`src/rtl/dmem_access_unit.sv`:
```
// dmem_access_unit
// Turns MEM-stage byte-addressed load/store requests (byte, half, word; signed
// or unsigned) into accesses on a synchronous word-addressed data memory. It
// absorbs the memory's one-cycle read latency, does read-modify-write for
// sub-word stores, and stalls the pipeline through req_ready.
//
// Optional build macro DMEM_ALIGN_CHECK_EN: when defined, misaligned half/word
// requests complete right away with resp_fault=1 and never touch memory. When
// it is undefined, resp_fault is tied low and the low address bits are ignored.
module dmem_access_unit #(
  parameter int WORD_ADDR_BITS = 11
) (
  input  logic        clk,
  input  logic        rst_n,
  input  logic        req_valid,
  output logic        req_ready,
  input  logic        req_we,
  input  logic [1:0]  req_size,
  input  logic        req_unsigned,
  input  logic [31:0] req_addr,
  input  logic [31:0] req_wdata,
  output logic        resp_valid,
  output logic [31:0] resp_rdata,
  output logic        resp_fault,
  output logic [31:0] mem_address,
  output logic [31:0] mem_wdata,
  output logic        mem_read,
  output logic        mem_write,
  input  logic [31:0] mem_rdata
);

  typedef enum logic [1:0] {
    IDLE = 2'b00,
    RD   = 2'b01,
    CAP  = 2'b10,
    WR   = 2'b11
  } state_t;

  localparam logic [1:0] SIZE_BYTE = 2'b00;
  localparam logic [1:0] SIZE_HALF = 2'b01;

  state_t                    stateReg;
  state_t                    stateNext;
  logic                      acceptReq;
  logic                      faultReq;
  logic                      misaligned;

  // Latched request. mergeReg holds the store data from acceptance onwards
  // and, for sub-word stores, is replaced by the merged word in CAP.
  logic [WORD_ADDR_BITS-1:0] idxReg;
  logic [1:0]                offReg;
  logic [1:0]                sizeReg;
  logic                      unsReg;
  logic                      weReg;
  logic [31:0]               mergeReg;

  logic                      respValidReg;
  logic [31:0]               respRdataReg;

  // Address bits above the word index are ignored so the index wraps.
  logic                      unusedAddrBits;
  assign unusedAddrBits = ^req_addr[31:WORD_ADDR_BITS+2];

  // Pick the addressed lane out of a memory word and extend it to 32 bits.
  function automatic logic [31:0] extractLoad(
    input logic [31:0] word,
    input logic [1:0]  off,
    input logic [1:0]  size,
    input logic        uns
  );
    logic [7:0]  b;
    logic [15:0] h;
    logic [31:0] r;
    b = 8'h00;
    h = 16'h0000;
    r = word;
    case (size)
      SIZE_BYTE: begin
        case (off)
          2'b00:   b = word[7:0];
          2'b01:   b = word[15:8];
          2'b10:   b = word[23:16];
          2'b11:   b = word[31:24];
          default: b = word[7:0];
        endcase
        r = uns ? {24'h000000, b} : {{24{b[7]}}, b};
      end
      SIZE_HALF: begin
        if (off[1]) begin
          h = word[31:16];
        end else begin
          h = word[15:0];
        end
        r = uns ? {16'h0000, h} : {{16{h[15]}}, h};
      end
      default: r = word;
    endcase
    return r;
  endfunction

  // Drop the low byte/half of the store data into the addressed lane.
  function automatic logic [31:0] mergeStore(
    input logic [31:0] word,
    input logic [31:0] wdata,
    input logic [1:0]  off,
    input logic [1:0]  size
  );
    logic [31:0] r;
    r = word;
    case (size)
      SIZE_BYTE: begin
        case (off)
          2'b00:   r[7:0]   = wdata[7:0];
          2'b01:   r[15:8]  = wdata[7:0];
          2'b10:   r[23:16] = wdata[7:0];
          2'b11:   r[31:24] = wdata[7:0];
          default: r[7:0]   = wdata[7:0];
        endcase
      end
      SIZE_HALF: begin
        if (off[1]) begin
          r[31:16] = wdata[15:0];
        end else begin
          r[15:0] = wdata[15:0];
        end
      end
      default: r = wdata;
    endcase
    return r;
  endfunction

`ifdef DMEM_ALIGN_CHECK_EN
  logic respFaultReg;

  // Misaligned half/word requests are answered with a fault instead of an access.
  always_comb begin
    misaligned = 1'b0;
    case (req_size)
      SIZE_BYTE: misaligned = 1'b0;
      SIZE_HALF: misaligned = req_addr[0];
      default:   misaligned = (req_addr[1:0] != 2'b00);
    endcase
  end

  assign resp_fault = respFaultReg;
`else
  assign misaligned = 1'b0;
  assign resp_fault = 1'b0;
`endif

  // State register; reset forces IDLE so the memory strobes drop at once.
  always_ff @(posedge clk or negedge rst_n) begin
    if (!rst_n) begin
      stateReg <= IDLE;
    end else begin
      stateReg <= stateNext;
    end
  end

  // Next-state logic and state-decoded handshake and memory strobes.
  always_comb begin
    stateNext = stateReg;
    req_ready = 1'b0;
    mem_read  = 1'b0;
    mem_write = 1'b0;
    acceptReq = 1'b0;
    faultReq  = 1'b0;
    case (stateReg)
      IDLE: begin
        req_ready = 1'b1;
        if (req_valid) begin
          if (misaligned) begin
            faultReq  = 1'b1;
            stateNext = IDLE;
          end else begin
            acceptReq = 1'b1;
            if (req_we && req_size[1]) begin
              stateNext = WR;
            end else begin
              stateNext = RD;
            end
          end
        end else begin
          stateNext = IDLE;
        end
      end
      RD: begin
        mem_read  = 1'b1;
        stateNext = CAP;
      end
      CAP: begin
        if (weReg) begin
          stateNext = WR;
        end else begin
          stateNext = IDLE;
        end
      end
      WR: begin
        mem_write = 1'b1;
        stateNext = IDLE;
      end
      default: stateNext = IDLE;
    endcase
  end

  // Request latch, read-modify-write merge and registered response.
  always_ff @(posedge clk or negedge rst_n) begin
    if (!rst_n) begin
      idxReg       <= {WORD_ADDR_BITS{1'b0}};
      offReg       <= 2'b00;
      sizeReg      <= 2'b00;
      unsReg       <= 1'b0;
      weReg        <= 1'b0;
      mergeReg     <= 32'h0000_0000;
      respValidReg <= 1'b0;
      respRdataReg <= 32'h0000_0000;
`ifdef DMEM_ALIGN_CHECK_EN
      respFaultReg <= 1'b0;
`endif
    end else begin
      respValidReg <= 1'b0;
`ifdef DMEM_ALIGN_CHECK_EN
      respFaultReg <= 1'b0;
`endif
      case (stateReg)
        IDLE: begin
          if (acceptReq) begin
            idxReg   <= req_addr[WORD_ADDR_BITS+1:2];
            offReg   <= req_addr[1:0];
            sizeReg  <= req_size;
            unsReg   <= req_unsigned;
            weReg    <= req_we;
            mergeReg <= req_wdata;
          end else if (faultReq) begin
            respValidReg <= 1'b1;
`ifdef DMEM_ALIGN_CHECK_EN
            respFaultReg <= 1'b1;
`endif
          end else begin
            mergeReg <= mergeReg;
          end
        end
        CAP: begin
          if (weReg) begin
            mergeReg <= mergeStore(mem_rdata, mergeReg, offReg, sizeReg);
          end else begin
            respRdataReg <= extractLoad(mem_rdata, offReg, sizeReg, unsReg);
            respValidReg <= 1'b1;
          end
        end
        WR: begin
          respValidReg <= 1'b1;
        end
        default: begin
          respValidReg <= 1'b0;
        end
      endcase
    end
  end

  assign mem_address = {{(32-WORD_ADDR_BITS){1'b0}}, idxReg};
  assign mem_wdata   = mergeReg;
  assign resp_valid  = respValidReg;
  assign resp_rdata  = respRdataReg;

endmodule

```
`config.mk`:
```
export PLATFORM = sky130hd
export DESIGN_NAME = dmem_access_unit
export DESIGN_NICKNAME = d
export VERILOG_FILES = /design/src/rtl/dmem_access_unit.sv
export SDC_FILE = /design/constraint.sdc
export NUM_CORES = 1
export LEC_CHECK = 0
export CAP_MARGIN = 20
export CORE_ASPECT_RATIO = 0.7
export CORE_MARGIN = 4
export CORE_UTILIZATION = 30
export DETAILED_ROUTE_END_ITERATION = 12
export GPL_TIMING_DRIVEN = 1
export HOLD_SLACK_MARGIN = 0.06
export PLACE_DENSITY = 0.73
export SYNTH_ARGS = -nofsm -noshare
export SYNTH_HDL_FRONTEND = slang
export SYNTH_SLANG_ARGS = --single-unit
```
`constraint.sdc`:
```
create_clock -name clk -period 2.4 [get_ports clk]
set_input_delay 0.48 -clock clk [delete_from_list [all_inputs] [get_ports clk]]
set_output_delay 0.48 -clock clk [all_outputs]
set_load 0.03 [all_outputs]
```
==> results.cfg, run 1 <==
[outcome]
outcome = completed

[sta]
period_share_pct = 92.8
setup-violations-final = 0
fmax_mhz = 449
rsz0062_at_grt = no
relSlewSlack_pct = 59.9
period_needed_ps = 2230
worst_slew_pin_slew_ps = 601
skew_ps = 4.36
hold_violations = 0
slew_viol_final = 0
fin_tns_setup_ps = 0

[placed_design]
dp.cells = 831
post-dp-hpwl_um = 12600
io_buffer_count = 162
place.gp.congestion = 0.854

[finish]
antennaDiodeCount = 0
nNetsFinal = 750
syn2layout_area_growth_pct = 45.9
mostFrequentLayoutCells = clkdlybuf4s50_1 (161), dfrtp_1 (84), nand2_1 (76), nor2_1 (44), a21oi_1 (40)
final_cells = 846
layout-drive-gt1-share_pct = 14.0
final_common_cell = clkdlybuf4s50_1

[drt]
wl_per_cell_um = 19.5
firstDrtPassIters = 5
ant_nets = 0
drt_iter0_drc = 316
wl_um = 16500
drc = 0
vias = 4272
avgViaCountPerCell = 5.05

[clock_tree]
clock-sinks = 84
clock-root-buffer = clkbuf_16
postCtsHoldBufs = 0
cts_tree = done
cts_buffer_depth = 2
post_cts_buffers = 0
ctsResizeCount = 0
cts_buffers = 9
clk_pin_slew_ps = 60
clock_latency_ps = 340
htree_levels = 3

[synthesis]
async_reset_ff_share_pct = 100
synth_top_area_share_pct = 45.5
avgSynthCellArea_um2 = 9.51
netlist_area_um2 = 4620
yosysUniqueCellTypes = 44
synthesis.instances = 486
yosys_most_used_dff = dfrtp_1
synthTopCellsByArea = dfrtp_1 (45%), mux2_2 (7.8%), nand2_1 (6.2%)
yosysWarnings = 0
yosys.area.top_type = dfrtp_1
ys_seq_area_share_pct = 45.5
ys_seq_elements = 84
synth-edff-count = 0

[die]
start_util_pct = 31.0
die_w_um = 156
io_pins = 204
dieArea_um2 = 17500
rows = 37
core-area_um2 = 14900
die_y_um = 112

[critical_path]
r2r_slack_ps = 440
ff2ff_path_depth = 5
critical_path_class = reg2out
crit_path_end = mem_read
r2r_start = offReg[1]
arrival_ps = 1750
cp-startpoint = stateReg[0]
crit_path_max_fanout = 10
critPathCaptureType = output pin
rr_endpoint = resp_rdata[30]
startpoint_type = flip-flop
crit_required_ps = 1920

[global_route]
grt_pass1_wl_um = 24700
grt_pass1_vias = 4211
grt_usage_pct = 18.5
antenna_found_initial = 0
grt_start_max_net_pins = 38
grt-ovfl-total = 0

[pwr]
power-per-cell-area_nw_per_um2 = 1590
p_leak_nw = 2.82
peakVddDrop_v = 0.000727

[min_path]
hold_path.class = in2async

[flow_run]
cap_violations = 0
## area by class of cell
| type | instances | area, um2 |
|---|---|---|
| clock buffers | 10 | 239 |
| clock inverters | 5 | 100 |
| fillers | 1472 | 8160 |
| inverters | 3 | 11.3 |
| multi-input cells | 363 | 2240 |
| flip-flops and latches | 84 | 2100 |
| well taps | 195 | 244 |
| repair buffers | 186 | 1810 |
## metal layers
layer | global-route usage [%] | routed length [um]
met4 | 3.87 | 164
met2 | 26.1 | 6870
met1 | 27.3 | 7580
met3 | 6.49 | 1860
met5 | 0 | 0
## flip-flops by register name, indices dropped and copies added (netlist names)
name and count:
sizeReg 2, idxReg 11, weReg 1, stateReg 2, unsReg 1, resp_rdata 32, offReg 2, resp_valid 1
mem_wdata 32
## cells in the mapped netlist, types with 2 or more instances
master,instances
a211oi_1,8
a21o_1,2
a21oi_1,40
a21oi_2,11
a221oi_1,8
a22o_1,7
and2_1,2
and3_1,8
buf_2,10
buf_4,23
buf_6,3
clkbuf_1,19
dfrtp_1,84
inv_1,3
mux2_2,32
mux2i_1,15
nand2_1,76
nand2b_1,7
nand3_1,9
nand3b_1,2
nor2_1,44
nor2b_1,5
o211ai_1,8
o21ai_0,17
o221ai_1,8
o31ai_1,8
or2b_1,4
or3_1,7
## where the power goes
part           switching (mW)  internal (mW)
clock                   0.572           1.04
sequential              0.608           2.16
combinational            3.70           2.63
total                    4.88           5.83
## worst max-delay path, stage by stage (launching register included)
cell and delay (ps):
dfrtp_1 540, inv_1 100, nor2_1 90, clkdlybuf4s50_1 670
## cell families (layout without fill, tap and decap cells)
logic type | after synthesis | after routing | share of synthesized area [%]
simple gates | 167 | 167 | 16.1
compound gates | 126 | 126 | 18.9
flops | 84 | 84 | 45.5
buf+inv | 60 | 204 | 7.85
mux | 48 | 48 | 11.5
other cells | 1 | 22 | 0.0811
## how the worst min path moves through the flow
stage	from	endpoint	slack, ps	cells past startpoint
finish	rst_n	resp_rdata[20]	70	1
global route	rst_n	resp_rdata[17]	90	1
CTS	rst_n	resp_rdata[20]	70	1
detailed placement	rst_n	resp_rdata[20]	440	1
global placement	rst_n	resp_rdata[20]	440	1
floorplan	rst_n	idxReg[0]	180	0
## stage by stage
step | setup WS [ps] | hold slack [ps] | area (um2) | utilization (%) | total power [mW]
4_1_cts | 179 | 74.0 | 6740 | 45.2 | 10.8
3_5_place_dp | 86.1 | 443 | 6400 | 43.0 | 9.10
6_report | 173 | 68.8 | 6740 | 45.2 | 10.7
3_3_place_gp | 121 | 444 | 6400 | 43.0 | 9.02
5_1_grt | 106 | 94.3 | 6740 | 45.2 | 11.4
2_1_floorplan | 556 | 184 | 4700 | - | 6.75
Note: power is estimated with default switching activity, not from simulation.
==> run 2: changes to the inputs <==
--- a/config.mk
+++ b/config.mk
@@ -7,7 +7,6 @@
 export LEC_CHECK = 0
 export CAP_MARGIN = 20
 export CORE_ASPECT_RATIO = 0.7
-export CORE_MARGIN = 4
 export CORE_UTILIZATION = 30
 export DETAILED_ROUTE_END_ITERATION = 12
 export GPL_TIMING_DRIVEN = 1
==> results.cfg, run 2 (synthesis gave the netlist of run 1 again) <==
[sta]
slew_viol_final = 0
hold_slack_ps = 129
fin_tns_setup_ps = 0
relSlewSlack_pct = 56.6
period_needed_ps = 2250
period_share_pct = 93.7
fmax_mhz = 445
worst_slew_pin_slew_ps = 650
rsz0062_at_grt = no
skew_ps = 11.6
hold_violations = 0
setup-violations-final = 0

[finish]
antennaDiodeCount = 0
layout-drive-gt1-share_pct = 13.4
nNetsFinal = 747
mostFrequentLayoutCells = clkdlybuf4s50_1 (161), dfrtp_1 (84), nand2_1 (76), nor2_1 (44), a21oi_1 (40)
final_common_cell = clkdlybuf4s50_1
syn2layout_area_growth_pct = 44.4
num-fill-cells = 1403
final_area_um2 = 6670

[drt]
wl_um = 16000
drc = 0
wl_met2_um = 7020
ant_nets = 0
highest_layer = met4
avgViaCountPerCell = 5.13
vias = 4323
firstDrtPassIters = 5
wl_per_cell_um = 19.0
drt_iter0_drc = 333
routed-wl-met3_um = 1620
wl_met1_um = 7150

[clock_tree]
clock_latency_ps = 350
clk_pin_slew_ps = 60
postCtsHoldBufs = 0
cts_tree = done
clock-sinks = 84
clock-root-buffer = clkbuf_16
htree_levels = 3
ctsResizeCount = 0
post_cts_buffers = 0
cts_buffer_depth = 2
cts_buffers = 9

[critical_path]
crit_required_ps = 1920
arrival_ps = 1770
crit_path_max_fanout = 10
critPathMaxStageDelay_ps = 730
critPathCaptureType = output pin
critPathSlowestCell = clkdlybuf4s50_1
r2r_start = sizeReg[0]
critical_path_class = reg2out
r2r_slack_ps = 410
rr_endpoint = mem_wdata[17]
ff2ff_path_depth = 4
startpoint_type = flip-flop
worstPathCellList = nor2_1 -> clkdlybuf4s50_1

[die]
start_util_pct = 31.1
die_w_um = 150
io_pins = 204
die_y_um = 106
dieArea_um2 = 15900
core-area_um2 = 14900
rows = 37

[pwr]
p_leak_nw = 2.78
power_mw = 10.5
power-per-cell-area_nw_per_um2 = 1570
peakVddDrop_v = 0.000744

[flow_run]
cap_violations = 0

[placed_design]
post-dp-hpwl_um = 12300
placed_area_um2 = 6380
io_buffer_count = 162
place.gp.congestion = 0.876

[global_route]
antenna_found_initial = 0
grt-ovfl-total = 0
grt_start_max_net_pins = 45
grt_pass1_vias = 4285
grt_usage_pct = 20.6
grt_pass1_wl_um = 24400

[min_path]
hold_path.class = in2async

[outcome]
outcome = completed
## run 2: cell types whose count changed in the layout (fill, tap and decap cells not counted), sizes merged
cell | previous run | this run
bufinv | 3 | 1
clkinv | 2 | 1
inv | 3 | 4
buf | 25 | 22
clkinvlp | 0 | 2
## run 2: critical path, delay by kind of cell, from the launching register on
family        cells  cell delay [ps]
buf+inv           1              730
flops             1              470
simple gates      1              230
## run 2: metrics by stage
stage,instances,setup WS (ps),utilization [%]
2_1_floorplan,507,556,-
3_3_place_gp,828,156,42.9
3_5_place_dp,828,139,42.9
4_1_cts,843,133,44.9
5_1_grt,843,74.5,44.9
6_report,843,151,44.9
## run 2: layout make-up
| class | count | area (um2) | area share [%] |
|---|---|---|---|
| clock buffers | 10 | 229 | 3.43 |
| clock inverters | 5 | 62.6 | 0.937 |
| inverters | 3 | 11.3 | 0.169 |
| multi-input cells | 363 | 2240 | 33.5 |
| flip-flops and latches | 84 | 2100 | 31.5 |
| well taps | 195 | 244 | 3.66 |
| repair buffers | 183 | 1790 | 26.8 |
## run 2: how the worst max path moves through the flow
| stage | start | end | slack [ps] |
|---|---|---|---|
| floorplan | stateReg[1] | idxReg[0] | 560 |
| global placement | mem_rdata[31] | resp_rdata[18] | 160 |
| detailed placement | mem_rdata[7] | resp_rdata[30] | 140 |
| CTS | stateReg[1] | req_ready | 130 |
| global route | stateReg[0] | req_ready | 70 |
| finish | stateReg[1] | req_ready | 150 |
## run 2: layer usage
| layer | up-vias | track usage, % |
|---|---|---|
| li1 | 1983 | - |
| met1 | 2121 | 29.1 |
| met2 | 198 | 30.2 |
| met3 | 21 | 6.41 |
| met4 | 0 | 5.41 |
| met5 | - | 0 |
## run 2: power by group
| group | total (mW) | switching [mW] | internal [mW] | leakage (nW) |
|---|---|---|---|---|
| combinational | 6.29 | 3.69 | 2.60 | 1.65 |
| clock | 1.39 | 0.586 | 0.806 | 0.135 |
| sequential | 2.77 | 0.611 | 2.16 | 0.994 |
